==> src/rtl/dvp_pattern_gen.sv <==
// -----------------------------------------------------------------------------
// dvp_pattern_gen
// Synthesizable DVP camera-source model. Produces vsync/href/pixel-byte timing
// of an image sensor with programmable active size and blanking, a luma ramp
// pattern (Y = x + y + frame_cnt), UYVY/YUYV/RAW8 byte ordering, frame-aligned
// start/stop and a completed-frame counter. Lives in the pixel-clock domain.
//
// Ports
//   pclk       in   pixel clock, rising edge
//   rst_n      in   asynchronous active-low reset
//   en         in   run request, sampled only at frame boundaries
//   mode       in   0 = UYVY, 1 = YUYV, 2 = RAW8, 3 = UYVY
//   vsync      out  high for the whole of line 0
//   href       out  high on active bytes
//   dout       out  pixel byte, 0 outside the active window
//   sof        out  pulse on the first cycle of a frame
//   eof        out  pulse on the last cycle of a frame
//   frame_cnt  out  number of completed frames (wraps)
//
// State   | meaning
// --------+--------------------------------------------------------------
// IDLE    | counters parked at 0, outputs 0, waiting for en
// RUN     | generating a frame, en still asserted
// DRAIN   | generating a frame after en dropped; runs to the frame end
// -----------------------------------------------------------------------------
module dvp_pattern_gen #(
    parameter int WDT       = 64,
    parameter int HGT       = 48,
    parameter int D         = 8,
    parameter int BLK_WDT_B = 8,
    parameter int BLK_WDT_E = 4,
    parameter int BLK_HGT_B = 2,
    parameter int BLK_HGT_E = 1,
    parameter int FC_W      = 16
) (
    input  logic            pclk,
    input  logic            rst_n,
    input  logic            en,
    input  logic [1:0]      mode,
    output logic            vsync,
    output logic            href,
    output logic [D-1:0]    dout,
    output logic            sof,
    output logic            eof,
    output logic [FC_W-1:0] frame_cnt
);

    localparam int TOT_WDT = WDT + BLK_WDT_B + BLK_WDT_E;
    localparam int TOT_HGT = HGT + BLK_HGT_B + BLK_HGT_E;
    localparam int HW      = $clog2(TOT_WDT + 1);
    localparam int VW      = $clog2(TOT_HGT + 1);

    localparam logic [HW-1:0] H_LAST  = HW'(TOT_WDT - 1);
    localparam logic [HW-1:0] H_ACT_B = HW'(BLK_WDT_B);
    localparam logic [HW-1:0] H_ACT_E = HW'(BLK_WDT_B + WDT);
    localparam logic [VW-1:0] V_LAST  = VW'(TOT_HGT - 1);
    localparam logic [VW-1:0] V_ACT_B = VW'(BLK_HGT_B);
    localparam logic [VW-1:0] V_ACT_E = VW'(BLK_HGT_B + HGT);

    // x + y = hcnt + vcnt - (BLK_WDT_B + BLK_HGT_B), taken modulo 2^D
    localparam logic [D-1:0]  PIX_OFS = D'(BLK_WDT_B + BLK_HGT_B);
    localparam logic [D-1:0]  C_BYTE  = {1'b1, {(D-1){1'b0}}};

    localparam logic [1:0] S_IDLE  = 2'd0;
    localparam logic [1:0] S_RUN   = 2'd1;
    localparam logic [1:0] S_DRAIN = 2'd2;

    localparam logic [1:0] M_YUYV  = 2'd1;
    localparam logic [1:0] M_RAW8  = 2'd2;

    logic [1:0]      r_state;
    logic [HW-1:0]   r_hcnt;
    logic [VW-1:0]   r_vcnt;
    logic            r_phase;
    logic [1:0]      r_mode;
    logic [FC_W-1:0] r_frame_cnt;
    logic            r_vsync;
    logic            r_href;
    logic [D-1:0]    r_dout;
    logic            r_sof;
    logic            r_eof;

    logic [1:0]      w_nxt_state;
    logic [HW-1:0]   w_nxt_h;
    logic [VW-1:0]   w_nxt_v;
    logic            w_nxt_p;
    logic [1:0]      w_nxt_mode;
    logic [FC_W-1:0] w_nxt_fc;
    logic            w_nxt_act;

    logic            w_last_phase;
    logic            w_last;
    logic            w_nxt_last_phase;
    logic            w_nxt_valid;
    logic            w_nxt_last;
    logic            w_nxt_first;
    logic [D-1:0]    w_luma;
    logic [D-1:0]    w_byte;

    // RAW8 has a single phase per pixel, so every cycle ends a pixel
    assign w_last_phase = (r_mode == M_RAW8) | r_phase;
    assign w_last       = (r_vcnt == V_LAST) && (r_hcnt == H_LAST) && w_last_phase;

    always_comb begin
        w_nxt_state = r_state;
        w_nxt_h     = r_hcnt;
        w_nxt_v     = r_vcnt;
        w_nxt_p     = r_phase;
        w_nxt_mode  = r_mode;
        w_nxt_fc    = r_frame_cnt;
        w_nxt_act   = 1'b0;
        case (r_state)
            S_IDLE: begin
                w_nxt_h = '0;
                w_nxt_v = '0;
                w_nxt_p = 1'b0;
                if (en) begin
                    w_nxt_state = S_RUN;
                    w_nxt_mode  = mode;
                    w_nxt_act   = 1'b1;
                end
            end
            default: begin
                w_nxt_act = 1'b1;
                if (w_last) begin
                    w_nxt_h  = '0;
                    w_nxt_v  = '0;
                    w_nxt_p  = 1'b0;
                    w_nxt_fc = r_frame_cnt + FC_W'(1);
                    if (en) begin
                        w_nxt_state = S_RUN;
                        w_nxt_mode  = mode;
                    end else begin
                        w_nxt_state = S_IDLE;
                        w_nxt_act   = 1'b0;
                    end
                end else begin
                    if (!en) begin
                        w_nxt_state = S_DRAIN;
                    end
                    if (w_last_phase) begin
                        w_nxt_p = 1'b0;
                        if (r_hcnt == H_LAST) begin
                            w_nxt_h = '0;
                            w_nxt_v = r_vcnt + VW'(1);
                        end else begin
                            w_nxt_h = r_hcnt + HW'(1);
                        end
                    end else begin
                        w_nxt_p = 1'b1;
                    end
                end
            end
        endcase
    end

    // Outputs are computed from the next counter state and registered, so
    // the registered outputs always describe the counters of the same cycle.
    assign w_nxt_last_phase = (w_nxt_mode == M_RAW8) | w_nxt_p;
    assign w_nxt_valid      = (w_nxt_v >= V_ACT_B) && (w_nxt_v < V_ACT_E) &&
                              (w_nxt_h >= H_ACT_B) && (w_nxt_h < H_ACT_E);
    assign w_nxt_last       = (w_nxt_v == V_LAST) && (w_nxt_h == H_LAST) && w_nxt_last_phase;
    assign w_nxt_first      = (w_nxt_v == '0) && (w_nxt_h == '0) && !w_nxt_p;
    assign w_luma           = D'(w_nxt_h) + D'(w_nxt_v) + D'(w_nxt_fc) - PIX_OFS;

    always_comb begin
        w_byte = w_luma;
        if (w_nxt_mode == M_YUYV) begin
            w_byte = w_nxt_p ? C_BYTE : w_luma;
        end else if (w_nxt_mode != M_RAW8) begin
            w_byte = w_nxt_p ? w_luma : C_BYTE;
        end
    end

    always_ff @(posedge pclk or negedge rst_n) begin
        if (!rst_n) begin
            r_state     <= S_IDLE;
            r_hcnt      <= '0;
            r_vcnt      <= '0;
            r_phase     <= 1'b0;
            r_mode      <= '0;
            r_frame_cnt <= '0;
            r_vsync     <= 1'b0;
            r_href      <= 1'b0;
            r_dout      <= '0;
            r_sof       <= 1'b0;
            r_eof       <= 1'b0;
        end else begin
            r_state     <= w_nxt_state;
            r_hcnt      <= w_nxt_h;
            r_vcnt      <= w_nxt_v;
            r_phase     <= w_nxt_p;
            r_mode      <= w_nxt_mode;
            r_frame_cnt <= w_nxt_fc;
            r_vsync     <= w_nxt_act && (w_nxt_v == '0);
            r_href      <= w_nxt_act && w_nxt_valid;
            r_dout      <= (w_nxt_act && w_nxt_valid) ? w_byte : '0;
            r_sof       <= w_nxt_act && w_nxt_first;
            r_eof       <= w_nxt_act && w_nxt_last;
        end
    end

    assign vsync     = r_vsync;
    assign href      = r_href;
    assign dout      = r_dout;
    assign sof       = r_sof;
    assign eof       = r_eof;
    assign frame_cnt = r_frame_cnt;

endmodule

==> config.mk <==
export PLATFORM = sky130hd
export DESIGN_NAME = dvp_pattern_gen
export DESIGN_NICKNAME = d
export VERILOG_FILES = /design/src/rtl/dvp_pattern_gen.sv
export SDC_FILE = /design/constraint.sdc
export NUM_CORES = 1
export LEC_CHECK = 0
export BUFFER_PORTS_ARGS = -buffer_cell sky130_fd_sc_hd__buf_2
export CAP_MARGIN = 20
export CORE_ASPECT_RATIO = 0.5
export CORE_MARGIN = 2
export CORE_UTILIZATION = 60
export CTS_BUF_LIST = sky130_fd_sc_hd__clkbuf_4
export CTS_CLUSTER_DIAMETER = 80
export CTS_CLUSTER_SIZE = 28
export DETAILED_ROUTE_END_ITERATION = 10
export PLACE_DENSITY = 0.81
export SLEW_MARGIN = 20
export SYNTH_ARGS = -nofsm -noshare
export SYNTH_HDL_FRONTEND = slang
export SYNTH_SLANG_ARGS = --single-unit
==> constraint.sdc <==
create_clock -name pclk -period 14.3 [get_ports pclk]
set_input_delay 2.145 -clock pclk [delete_from_list [all_inputs] [get_ports pclk]]
set_output_delay 2.145 -clock pclk [all_outputs]
set_load 0.02 [all_outputs]
Word level (Yosys, flattened, before mapping):

Index checks and enable logic that the tools add are counted.

* equality and inequality tests: 10
* add/subtract/negate cells: 6
* $lt $le $gt $ge: 4
* muxes and demuxes: 29
* bitwise operators: 3
* reduce and logical (&&, ||, !) cells: 19

Operators with widths (number)
* two-way mux 8 bit: 7
* two-way mux 7 bit: 4
* two-way mux 6 bit: 4
* adder 16 x 1 -> 16 bit, second input constant: 1
* == test 7 bit, second input constant: 2
* two-way mux 2 bit: 7
* logical AND 1 bit: 13
* == test 6 bit, second input constant: 2
* adder 7 x 6 -> 8 bit: 1
* adder 8 bit: 1
* subtractor 8 x 4 -> 8 bit, second input constant: 1
* adder 7 x 1 -> 7 bit, second input constant: 1
* greater-or-equal comparator 7 x 4 -> 1 bit, second input constant: 1
* zero test 7 bit: 1
* less-than comparator 7 bit, second input constant: 1
* two-way mux 1 bit: 7
* adder 6 x 1 -> 6 bit, second input constant: 1
* greater-or-equal comparator 6 x 2 -> 1 bit, second input constant: 1
* zero test 6 bit: 1
* less-than comparator 6 bit, second input constant: 1
* == test 2 bit, second input constant: 2
* != test 2 bit, second input constant: 2
* AND reduction 2 bit: 2
* != test 3 x 1 -> 1 bit, second input constant: 1
* other kinds (5): 6

* output and inout bits: 28
* input bits: 5
* flip-flop bits (word level): 46
* word-level logic and storage cells: 83

Logic depth before layout (Yosys ltp):

Gate-level depths: netlist of run 1.

* depth in word-level cells: 12
* depth in mapped cells: 17
* mapped depth without buffers: 17

Worst setup path after synthesis of run 1:

No wires, ideal clock.

* kind: reg-to-reg
* start: register r_hcnt[2]
* end: register r_dout[7] (netlist: dout[7])
* setup time: 0.111 ns
* clock period less this slack: 4.594 ns
* arrival: 4.482 ns
* required time: 14.189 ns
* path buffers: 2
* setup slack: 9.706 ns
* stages on the path, launching flop included: 17
* path through: dfrtp_1 -> buf_6 -> nor4b_1 -> o211ai_1 -> clkbuf_1 -> nor3_1 -> nand4_1 -> xnor2_1 -> fa_1 -> ha_1 -> ha_1 -> a21o_1 -> a21o_1 -> a2111o_1 -> o211ai_1 -> xor2_1 -> a2111oi_2

* elaborated cells on any way between the ends: 38
* classes of those cells: add/sub (4); order compare (4); eq/ne (3); mux (21); reduce/logical (6)

RTL lines
* start: declaration: line 72 `logic [HW-1:0] r_hcnt;`
* start signal: assignment: line 190 `r_hcnt <= w_nxt_h;`
* == test 7 bit (*): line 102 `assign w_last = (r_vcnt == V_LAST) && (r_hcnt == H_LAST) && w_last_phase;`
* logical AND 1 bit (*) (2 in series): line 102
* two-way mux 8 bit (*): line 125 `if (w_last) begin`
* two-way mux 8 bit (*): line 112 `case (r_state)`
* named net w_nxt_fc[3]: line 88 `logic [FC_W-1:0] w_nxt_fc;`
* adder 8 bit (*): line 164 `assign w_luma = D'(w_nxt_h) + D'(w_nxt_v) + D'(w_nxt_fc) - PIX_OFS;`
* subtractor 8 x 4 -> 8 bit (*): line 164
* two-way mux 8 bit: line 171 `w_byte = w_nxt_p ? w_luma : C_BYTE;`
* two-way mux 8 bit: line 170 `end else if (w_nxt_mode != M_RAW8) begin`
* two-way mux 8 bit (*): line 168 `if (w_nxt_mode == M_YUYV) begin`
* two-way mux 8 bit (*): line 197 `r_dout <= (w_nxt_act && w_nxt_valid) ? w_byte : '0;`
* end signal: assignment: line 197
* end: declaration: line 79 `logic [D-1:0] r_dout;`

Mark *: on every way through the listed nets, which the timed path passes. The rest lies on a longest branch.
A chain may end at the register's enable or synchronous reset.

Worst setup path in the final report of run 1:

Same ends and word-level chain as after synthesis.

==> out/qor.txt, run 1 <==
Status = finished, final reports clean
Vias in the first global route = 2231
Syn Nets = 331
Critical path arrival = 5.39 ns
FF/Latch Area = 0.001151 mm²
Synthesized area per cell = 9.811 µm²
PortBufs = 32
WL final = 6645 µm
Num CTS Buffers = 5
Worst-Margin Slew = 0.8740 ns
FF-to-FF path depth = 14
Initial Utilization = 0.6140
Main synth FF type = dfrtp_1
Post-cts gate resize count = 0
Min-Delay Startpoint = frame_cnt[15]
Synth cell types = 59
CTS H-Tree Depth = 2
Unrepaired setup endpoints after global routing = no
# rows = 18
Mean routed wirelength per cell = 16.49 µm
I/O pin cnt = 33
Chip width = 103.5 µm
Footprint of the multi-input gates = 0.001662 mm²
R2R Setup Slk = 9.18 ns
Worst path required time = 14.57 ns
Flops & latches, synth = 46
Normalized max-slew margin = 0.4152
Seq pwr share = 0.657
Synth async-reset ratio = 1.000
Mapped cell area = 0.002973 mm²
Post-layout min period = 5.117 ns
Worst Hold Depth = 1
Worst-path clk slew = 0.15 ns
Logic pwr share = 0.021
CP Cell Sequence = nor4b_1 > o211ai_1 > nor3_1 > nand4_1 > xnor2_1 > fa_1 > ha_1 > ha_1 > a21o_1 > a21o_1 > a2111o_1 > o211ai_1 > xor2_1 > a2111oi_2
Max FO, Critical Path = 11
Hold-fix buffers at CTS = 0
First-pass DRT Iterations = 5
Max Root-Sink Buffers = 2
Busiest layer in global routing = met2
Critical path endpoint category = flop
Final Hold Vio Count = 0
Max Transition Viols Final = 0
Maximum clock rate = 195.4 MHz
Final worst slack = 9.183 ns
Sw Ratio = 0.2393
Chip Height = 53.78 µm
Synth Warn # = 0
Synth area leader = dfrtp_1
Sw Pwr = 0.04740 mW
Synth Instances = 303
CTS root buf = clkbuf_4
CTS tree = yes
Final Skew = 0.01284 ns
R2R Path End = dout[7]
GP Congestion = 0.9712
Power Density = 61.21 mW/mm²
Hold Path Class = flop to flop
Final setup fails = 0
Die Area = 0.005568 mm²
Post-synth top cells = 46 x dfrtp_1, 29 x inv_1, 22 x nand2_1
Slowest CP cell = nor3_1
HPWL after DPL = 5114 µm
Most frequent cell after synthesis = dfrtp_1
Tcrit/Tclk final = 0.3578
CTS sink count = 46
Final setup TNS = 0 ns
First DRT Iteration DRCs = 202
Antenna-violating nets left = 0
Post-synth EDFFs = 0
DR vias = 2415
Int Power = 0.1507 mW
Setup slack after placement = 9.229 ns
Setup bufs post-CTS = 0
Share of layout cells above drive strength 1 = 0.1802
Number of vias per cell = 5.993
Worst reg2reg startpoint = r_hcnt[2]
GRT Util Overall = 0.2579
Fillers = 393
Initial antenna violation count = 0
Worst vdd ir = 0.04610 mV
Clk_lat worst skew = 0.36 ns
Met1 Track Usage GR = 0.3648
Layout net count = 360
Antenna fix cells = 0
DRC viols = 0
P&R area growth vs syn = 8.880%
Worst Hold End = frame_cnt[15]
GR Util met3 = 0.06053
Clk pwr share = 0.322
GR Util met2 = 0.4040
Critical Path Max Stage Delay = 0.58 ns
Setup Crit Path Kind = flop to flop
Register area share after synthesis = 0.3872
Static Leak = 1.587 nW
Synth top area share = 0.3872
Core Area = 0.004842 mm²
Largest net degree at the start of global routing = 47
Max-Cap Viols = 0
Startpoint Class = flop
Grt total ovfl = 0
Top cells by area, synth = dfrtp_1 39%, ha_1 6.7%, fa_1 4.7%
First-pass GRT wire length = 10910 µm
-- worst max-delay path by stage --
stage                         start  endpoint
after floorplan           r_hcnt[2]   dout[7]
after global placement    r_hcnt[2]   dout[7]
after detailed placement  r_hcnt[2]   dout[7]
after CTS                 r_hcnt[2]   dout[7]
after global routing      r_mode[1]   dout[7]
final                     r_hcnt[2]   dout[7]
-- critical path, delay by kind of cell (launching register included) --
| kind | cells | cell delay (ns) |
|---|---|---|
| adders and majority gates | 3 | 1.13 |
| and+or+nand+nor | 3 | 1.31 |
| DFF | 1 | 0.50 |
| xor gates and xnor gates | 2 | 0.39 |
| AOI/OAI and AO/OA | 6 | 1.70 |
-- stage by stage --
step	area (µm²)	hold WS, ns	instances	util	total power, mW
4_1_cts	3234	0.4799	403	0.6680	0.1990
3_3_place_gp	3173	0.4580	395	0.6553	0.1367
5_1_grt	3237	0.4844	403	0.6685	0.2077
2_1_floorplan	2973	0.4784	303	-	0.1331
6_report	3237	0.4757	403	0.6685	0.1981
3_5_place_dp	3173	0.4574	395	0.6553	0.1368
-- power by group through the flow --
stage	Sequential (mW)	Clock [mW]	Combinational (mW)
floorplan	0.133	0	0.000529
global placement	0.133	0	0.00411
detailed placement	0.133	0	0.00425
CTS	0.130	0.0647	0.00424
global route	0.130	0.0728	0.00476
finish	0.130	0.0638	0.00420
-- flip-flops by register name (all words and copies together), names as in the netlist, 2 cells and up --
signal and cells:
frame_cnt 16, r_mode 2, dout 8, r_vcnt 6, r_hcnt 7, r_state 2
-- logic make-up after synthesis --
kind of cell | share of synthesized area
buf+inv | 0.05387
xor+xnor | 0.08249
flops | 0.3872
simple gates | 0.1991
compound gates | 0.1414
fa+ha+maj | 0.1145
mux | 0.02146
-- layout by cell type, fill, tap and decap left out, types with 3 or more instances in the layout --
master    netlist  routed
mux2_2          3       3
ha_1           16      16
a21o_1          3       3
nor4b_1         3       3
or2_2           8       8
nor2_1         15      15
nor4_1          9       9
and3_1          5       5
xor2_1         13      13
nand2_1        22      22
nand3_1         7       7
mux2i_1         3       3
buf_2           2      31
o21ai_0         9       9
o21a_1          5       5
nand4_1         8       8
o211ai_1        6       6
xnor2_1        15      15
a21oi_1         9       9
inv_1          29      29
fa_1            7       7
dfrtp_1        46      46
clkbuf_4        0       5
nor3_1          9       9
-- area by class of cell --
class                           instances  share of cell area
Clock buffer                            5             0.01160
Sequential cell                        46              0.3556
Timing Repair Buffer                   32             0.05025
Clock inverter                          3            0.007344
Multi-Input combinational cell        217              0.5133
Tap cell                               70             0.02706
Inverter                               30             0.03479
-- layer usage --
layer,vias up,wire [µm],share of wire
met2,97,2827,0.43
met5,-,0,0
li1,1135,-,-
met3,14,466,0.070
met4,0,143,0.022
met1,1169,3208,0.48
Note: power is estimated with default switching activity, not from simulation.
==> run 2: changes to the inputs <==
- CORE_UTILIZATION: 60 -> 55
- PLACE_DENSITY: 0.81 -> 0.79
- clock period: 14.3 -> 4.4 ns (I/O delays scaled with it)
==> run 2 against run 1 <==
Compared with the run above: utilization rose by 1.6 points; non-clock buffer count rose by 23; first-iteration DRC count rose by 27%; count of clock-buffer cells in the layout rose by 1; hold slack got worse by 0.19 ns.
==> out/qor.txt, run 2 (synthesis gave the netlist of run 1 again) <==
Status = finished, final reports clean
Int Power = 0.4948 mW (+230%)
CTS sink count = 46 (unchanged)
Max-Cap Viols = 0 (unchanged)
Mean routed wirelength per cell = 17.76 µm (+7.7%)
Hold Path Class = primary input to asynchronous set/reset pin
Seq pwr share = 0.657 (about the same)
DR vias = 2535 (+5.0%)
Initial antenna violation count = 0 (unchanged)
Logic pwr share = 0.021 (about the same)
Setup Crit Path Kind = flop to flop
CP Capture Point = dout[7]
Layout net count = 383 (+6.4%)
Power Density = 185.5 mW/mm² (+200%)
GRT Util Overall = 0.2726 (+0.01467)
Met2 WL = 3429 µm (+21%)
I/O pin cnt = 33 (unchanged)
Critical path's top delay family = compound AO/OA/AOI/OAI gates
Sw Pwr = 0.1492 mW (+210%)
# rows = 18 (unchanged)
Metal1 wirelength = 3368 µm (+5.0%)
Max layer used = met4
Antenna fix cells = 0 (unchanged)
Worst-path clk slew = 0.15 ns (about the same)
GP Congestion = 0.8817 (-9.2%)
Max Transition Viols Final = 0 (unchanged)
Slowest CP cell = or4b_4
Commonest non-fill, non-tap cell in the layout = dfrtp_1
R2R Path End = dout[7]
Critical Path Stages = 14 (unchanged)
Vias in the first global route = 2441 (+9.4%)
Worst-Margin Slew = 0.8298 ns (-0.04413 ns)
HPWL after DPL = 5825 µm (+14%)
Largest register FFs = 16 (unchanged)
Total power = 0.6439 mW (+230%)
Startpoint Class = flop
Post-layout min period = 4.228 ns (-0.8895 ns)
Worst reg2reg startpoint = r_hcnt[4]
P&R area growth vs syn = 16.75%
Static Leak = 1.729 nW (+9.0%)
Initial Utilization = 0.5867 (-0.02729)
Chip width = 108.0 µm (+4.3%)
Share of layout cells above drive strength 1 = 0.2669 (+0.08667)
Core Area = 0.005067 mm² (+4.7%)
FF/Latch Area = 0.001154 mm² (+0.22%)
Clk_lat worst skew = 0.37 ns (about the same)
First-pass GRT wire length = 12530 µm (+15%)
Hold-fix buffers at CTS = 0 (unchanged)
Grt total ovfl = 0 (unchanged)
Fillers = 411 (+4.6%)
CP Cell Sequence = or4b_4 > a211oi_4 > mux2i_2 > nand2_2 > ha_4 > fa_1 > inv_1 > ha_2 > a21o_1 > a21o_1 > a2111o_1 > o211ai_1 > xor2_1 > a2111oi_2
Commonest cells after routing, fill and taps aside = 44 x dfrtp_1, 31 x buf_2, 29 x inv_1, 24 x buf_4, 22 x nand2_1
Final setup fails = 0 (unchanged)
Largest net degree at the start of global routing = 47 (unchanged)
Final Skew = 0.02153 ns (+0.008685 ns)
Maximum clock rate = 236.5 MHz (+21%)
Final Hold Vio Count = 0 (unchanged)
Max Root-Sink Buffers = 2 (unchanged)
Max FO, Critical Path = 8 (-3)
Critical path endpoint category = flop
Number of vias per cell = 5.951 (-0.70%)
Worst path required time = 4.68 ns (-9.89 ns)
Critical path origin = r_hcnt[4]
DRC viols = 0 (unchanged)
R2R Setup Slk = 0.17 ns (-9.01 ns)
Tcrit/Tclk final = 0.9608 (+0.6030)
First DRT Iteration DRCs = 256 (+27%)
CTS H-Tree Depth = 2 (unchanged)
Normalized max-slew margin = 0.4421 (+0.02684)
Setup slack after placement = -0.04875 ns (-9.277 ns)
Crit path top cell by count = a21o_1
Sw Ratio = 0.2316 (-0.007625)
First-pass DRT Iterations = 4 (-1)
Clk pwr share = 0.323 (about the same)
CTS tree = yes
Antenna-violating nets left = 0 (unchanged)
Num CTS Buffers = 5 (unchanged)
Final worst slack = 0.1725 ns (-9.011 ns)
Chip Height = 55.99 µm (+4.1%)
CP Buf/Inv Count = 1 (+1)
CTS root buf = clkbuf_4
FF-to-FF path depth = 14 (unchanged)
Critical path arrival = 4.51 ns (-0.88 ns)
DR WL met3 = 678 µm (+45%)
PortBufs = 32 (unchanged)
WL final = 7564 µm (+14%)
Critical Path Max Stage Delay = 0.60 ns (+0.02 ns)
Die Area = 0.006045 mm² (+8.6%)
Footprint of the multi-input gates = 0.001723 mm² (+3.7%)
Worst vdd ir = 0.1042 mV (+130%)
run 2: layer usage:
metal | vias up | track usage
met2 | 114 | 0.4007
met3 | 10 | 0.07963
li1 | 1173 | -
met1 | 1238 | 0.3961
met5 | - | 0
met4 | 0 | 0.06777
run 2: worst min path at each step:
stage | endpoint | slack [ns]
final | r_hcnt[2] | 0.28
after detailed placement | frame_cnt[15] | 0.47
after floorplan | dout[0] | 0.36
after global placement | frame_cnt[15] | 0.46
after global routing | r_hcnt[2] | 0.31
after CTS | r_vcnt[4] | 0.49
run 2: metrics by stage:
stage	instances	utilization	setup TNS (ns)	hold slack (ns)	instance area (µm²)
2_1_floorplan	303	-	0	0.3644	2984
3_3_place_gp	412	0.6536	0	0.4575	3312
6_report	426	0.6849	0	0.2813	3471
4_1_cts	420	0.6652	0	0.4869	3371
5_1_grt	426	0.6849	-0.03648	0.3113	3471
3_5_place_dp	412	0.6536	-0.04875	0.4652	3312
run 2: repair_timing:
action,4_1_cts,5_1_grt
pin swaps,0,9
gates resized for setup,1,14
buffers inserted,0,6
endpoints found under the setup margin,1,1
run 2: worst reg2reg max path: stages, from the launching register on:
cell	delay, ns
dfrtp_2	0.46
or4b_4	0.60
a211oi_4	0.49
mux2i_2	0.34
nand2_2	0.13
ha_4	0.20
fa_1	0.48
inv_1	0.05
ha_2	0.17
a21o_1	0.17
a21o_1	0.18
a2111o_1	0.36
o211ai_1	0.11
xor2_1	0.11
a2111oi_2	0.29
run 2: power by group through the flow:
stage	Sequential, mW	Clock (mW)	Combinational, mW
4_1_cts	0.423	0.212	0.0137
6_report	0.423	0.208	0.0134
3_5_place_dp	0.431	0	0.0137
5_1_grt	0.423	0.230	0.0155
3_3_place_gp	0.431	0	0.0131
2_1_floorplan	0.431	0	0.00172
run 2: cell type report:
| class | instances | share of cell area |
|---|---|---|
| clock buffer | 6 | 0.01298 |
| tap | 70 | 0.02523 |
| timing repair buffer | 55 | 0.09661 |
| inverter | 30 | 0.03244 |
| sequential | 46 | 0.3324 |
| multi-input combinational | 217 | 0.4964 |
| clock inverter | 2 | 0.003965 |
==> run 3: changes to the inputs <==
- CORE_UTILIZATION: 55 -> 50
- PLACE_DENSITY: 0.79 -> 0.7
- clock period: 4.4 -> 4.3 ns (I/O delays scaled with it)
==> run 3 against run 2 <==
Compared with the run above: count of clock-buffer cells in the layout did not move; via count rose by 0.91%; worst setup slack better by 0.055 ns; first-iteration DRC count shrank 42%; critical path type unchanged; sequential share of layout area is 1.3 points lower; global-route usage is 3.4 points lower; non-clock buffer count rose by 5; the flow now finishes with violations (design-rule violations); clock skew down 0.014 ns; largest cell class unchanged; critical path depth grew 1.
==> out/qor.txt, run 3 (synthesis gave the netlist of run 1 again) <==
Hold Path Class = primary input to asynchronous set/reset pin
Max Root-Sink Buffers = 2 (unchanged)
I/O pin cnt = 33 (unchanged)
Critical path endpoint category = flop
First-pass DRT Iterations = 8 (+4)
Initial Utilization = 0.5299 (-0.05678)
# rows = 19 (+1)
Die Area = 0.006616 mm² (+9.5%)
Commonest non-fill, non-tap cell in the layout = dfrtp_1
CTS tree = yes
Clk_lat worst skew = 0.37 ns (about the same)
Power Density = 200.0 mW/mm² (+7.8%)
Chip Height = 58.53 µm (+4.5%)
Final setup fails = 0 (unchanged)
DR vias = 2558 (+0.91%)
Fillers = 468 (+14%)
Hold-fix buffers at CTS = 0 (unchanged)
CTS root buf = clkbuf_4
P&R area growth vs syn = 21.63%
Design Area, Final = 0.003616 mm² (+4.2%)
First DRT Iteration DRCs = 148 (-42%)
Commonest cells after routing, fill and taps aside = 44 x dfrtp_1, 31 x buf_2, 28 x inv_1, 27 x buf_4, 22 x nand2_1
Max Transition Viols Final = 0 (unchanged)
Max FO, Critical Path = 5 (-3)
Critical path origin = r_hcnt[4]
FF/Latch Area = 0.001154 mm² (unchanged)
Critical path arrival = 4.34 ns (-0.17 ns)
Worst vdd ir = 0.1163 mV (+12%)
Static Leak = 1.765 nW (+2.1%)
Worst reg2reg startpoint = r_hcnt[4]
Worst path required time = 4.57 ns (-0.11 ns)
Share of layout cells above drive strength 1 = 0.2992 (+0.03232)
Mean routed wirelength per cell = 17.11 µm (-3.6%)
Final Hold Vio Count = 0 (unchanged)
Chip width = 113.0 µm (+4.7%)
HPWL after DPL = 5551 µm (-4.7%)
Layout net count = 388 (+1.3%)
Initial antenna violation count = 0 (unchanged)
Status = finished, violations left
DRC viols = 3 (+3)
Violated checks = design-rule violations
Num CTS Buffers = 5 (unchanged)
GRT Util Overall = 0.2384 (-0.03426)
FF-to-FF path depth = 15 (+1)
Largest register FFs = 16 (unchanged)
Maximum clock rate = 245.6 MHz (+3.8%)
Max-Cap Viols = 0 (unchanged)
Vias in the first global route = 2494 (+2.2%)
Setup Crit Path Kind = flop to flop
GP Congestion = 0.8846 (+0.33%)
Footprint of the multi-input gates = 0.001795 mm² (+4.2%)
CTS sink count = 46 (unchanged)
Normalized max-slew margin = 0.3949 (-0.04720)
Core Area = 0.005610 mm² (+11%)
Final Skew = 0.007571 ns (-0.01396 ns)
Largest net degree at the start of global routing = 47 (unchanged)
Antenna-violating nets left = 0 (unchanged)
Tcrit/Tclk final = 0.9471 (-0.01372)
Grt total ovfl = 0 (unchanged)
Antenna fix cells = 0 (unchanged)
Placement Cell Area = 0.003354 mm² (+1.3%)
Unrepaired setup endpoints after global routing = no
Number of vias per cell = 5.894 (-0.95%)
Post-layout min period = 4.072 ns (-0.1551 ns)
Worst-Margin Slew = 0.9000 ns (+0.07020 ns)
PortBufs = 32 (unchanged)
Worst-path clk slew = 0.14 ns (about the same)
R2R Setup Slk = 0.23 ns (+0.06 ns)
Startpoint Class = flop
CTS H-Tree Depth = 2 (unchanged)
WL final = 7426 µm (-1.8%)
First-pass GRT wire length = 12210 µm (-2.5%)
Final core utilization = 0.6445 (-0.04042)
R2R Path End = dout[7]
## run 3: cell count changes in the layout (fill, tap and decap cells not counted), sizes merged
cell	before	now
bufinv	0	1
clkinv	2	0
clkinvlp	0	1
buf	55	60
## run 3: worst max path at each step
stage	endpoint	slack (ns)	cells after the start
2_1_floorplan	dout[7]	0.06	16
3_3_place_gp	dout[7]	0.1	16
3_5_place_dp	dout[7]	-0.006	13
4_1_cts	dout[7]	0.007	16
5_1_grt	dout[7]	0.003	18
6_report	dout[7]	0.23	15
## run 3: repair_timing
item,4_1_cts,5_1_grt
buffers inserted,4,4
pin swaps,4,14
gates resized for setup,4,22
endpoints found under the setup margin,1,1
## run 3: layer usage
metal / wire, µm / global-route usage / vias up
met1: 3420 / 0.3411 / 1240
met4: 155 / 0.07491 / 0
met3: 562 / 0.04428 / 13
met5: 0 / 0 / -
li1: - / - / 1197
met2: 3288 / 0.3747 / 108
## run 3: worst max-delay path, cell delays in order, from the launching register on
cell       delay, ns
dfrtp_2         0.47
or4b_4          0.60
a211oi_4        0.23
buf_6           0.17
mux2i_4         0.24
nand2_2         0.11
ha_4            0.20
fa_1            0.49
inv_1           0.05
ha_2            0.19
a21o_1          0.17
a21o_1          0.16
a2111o_1        0.37
o211ai_1        0.12
xor2_1          0.11
a2111oi_2       0.30
## run 3: final cells by class
cell class | instances | area share
inverter | 30 | 0.03114
tap | 73 | 0.02526
timing repair buffer | 60 | 0.1052
sequential | 46 | 0.3190
multi-input combinational | 217 | 0.4965
clock inverter | 2 | 0.01038
clock buffer | 6 | 0.01246
## run 3: power breakdown
part | switching, mW | total [mW] | internal [mW]
Sequential | 0 | 0.433 | 0.433
Clock | 0.148 | 0.277 | 0.129
Combinational | 0.0107 | 0.0136 | 0.00289
## run 3: metrics by stage
step / hold slack, ns / worst slack [ns] / power (mW) / TNS (ns) / std cells
after floorplan: 0.3494 / 0.05551 / 0.4427 / 0 / 303
after global placement: 0.4625 / 0.09730 / 0.4544 / 0 / 418
after detailed placement: 0.4832 / -0.006102 / 0.4551 / -0.006102 / 418
after CTS: 0.4760 / 0.007180 / 0.7303 / 0 / 430
after global routing: 0.2913 / 0.003016 / 0.7491 / 0 / 434
final: 0.2507 / 0.2275 / 0.7233 / 0 / 434
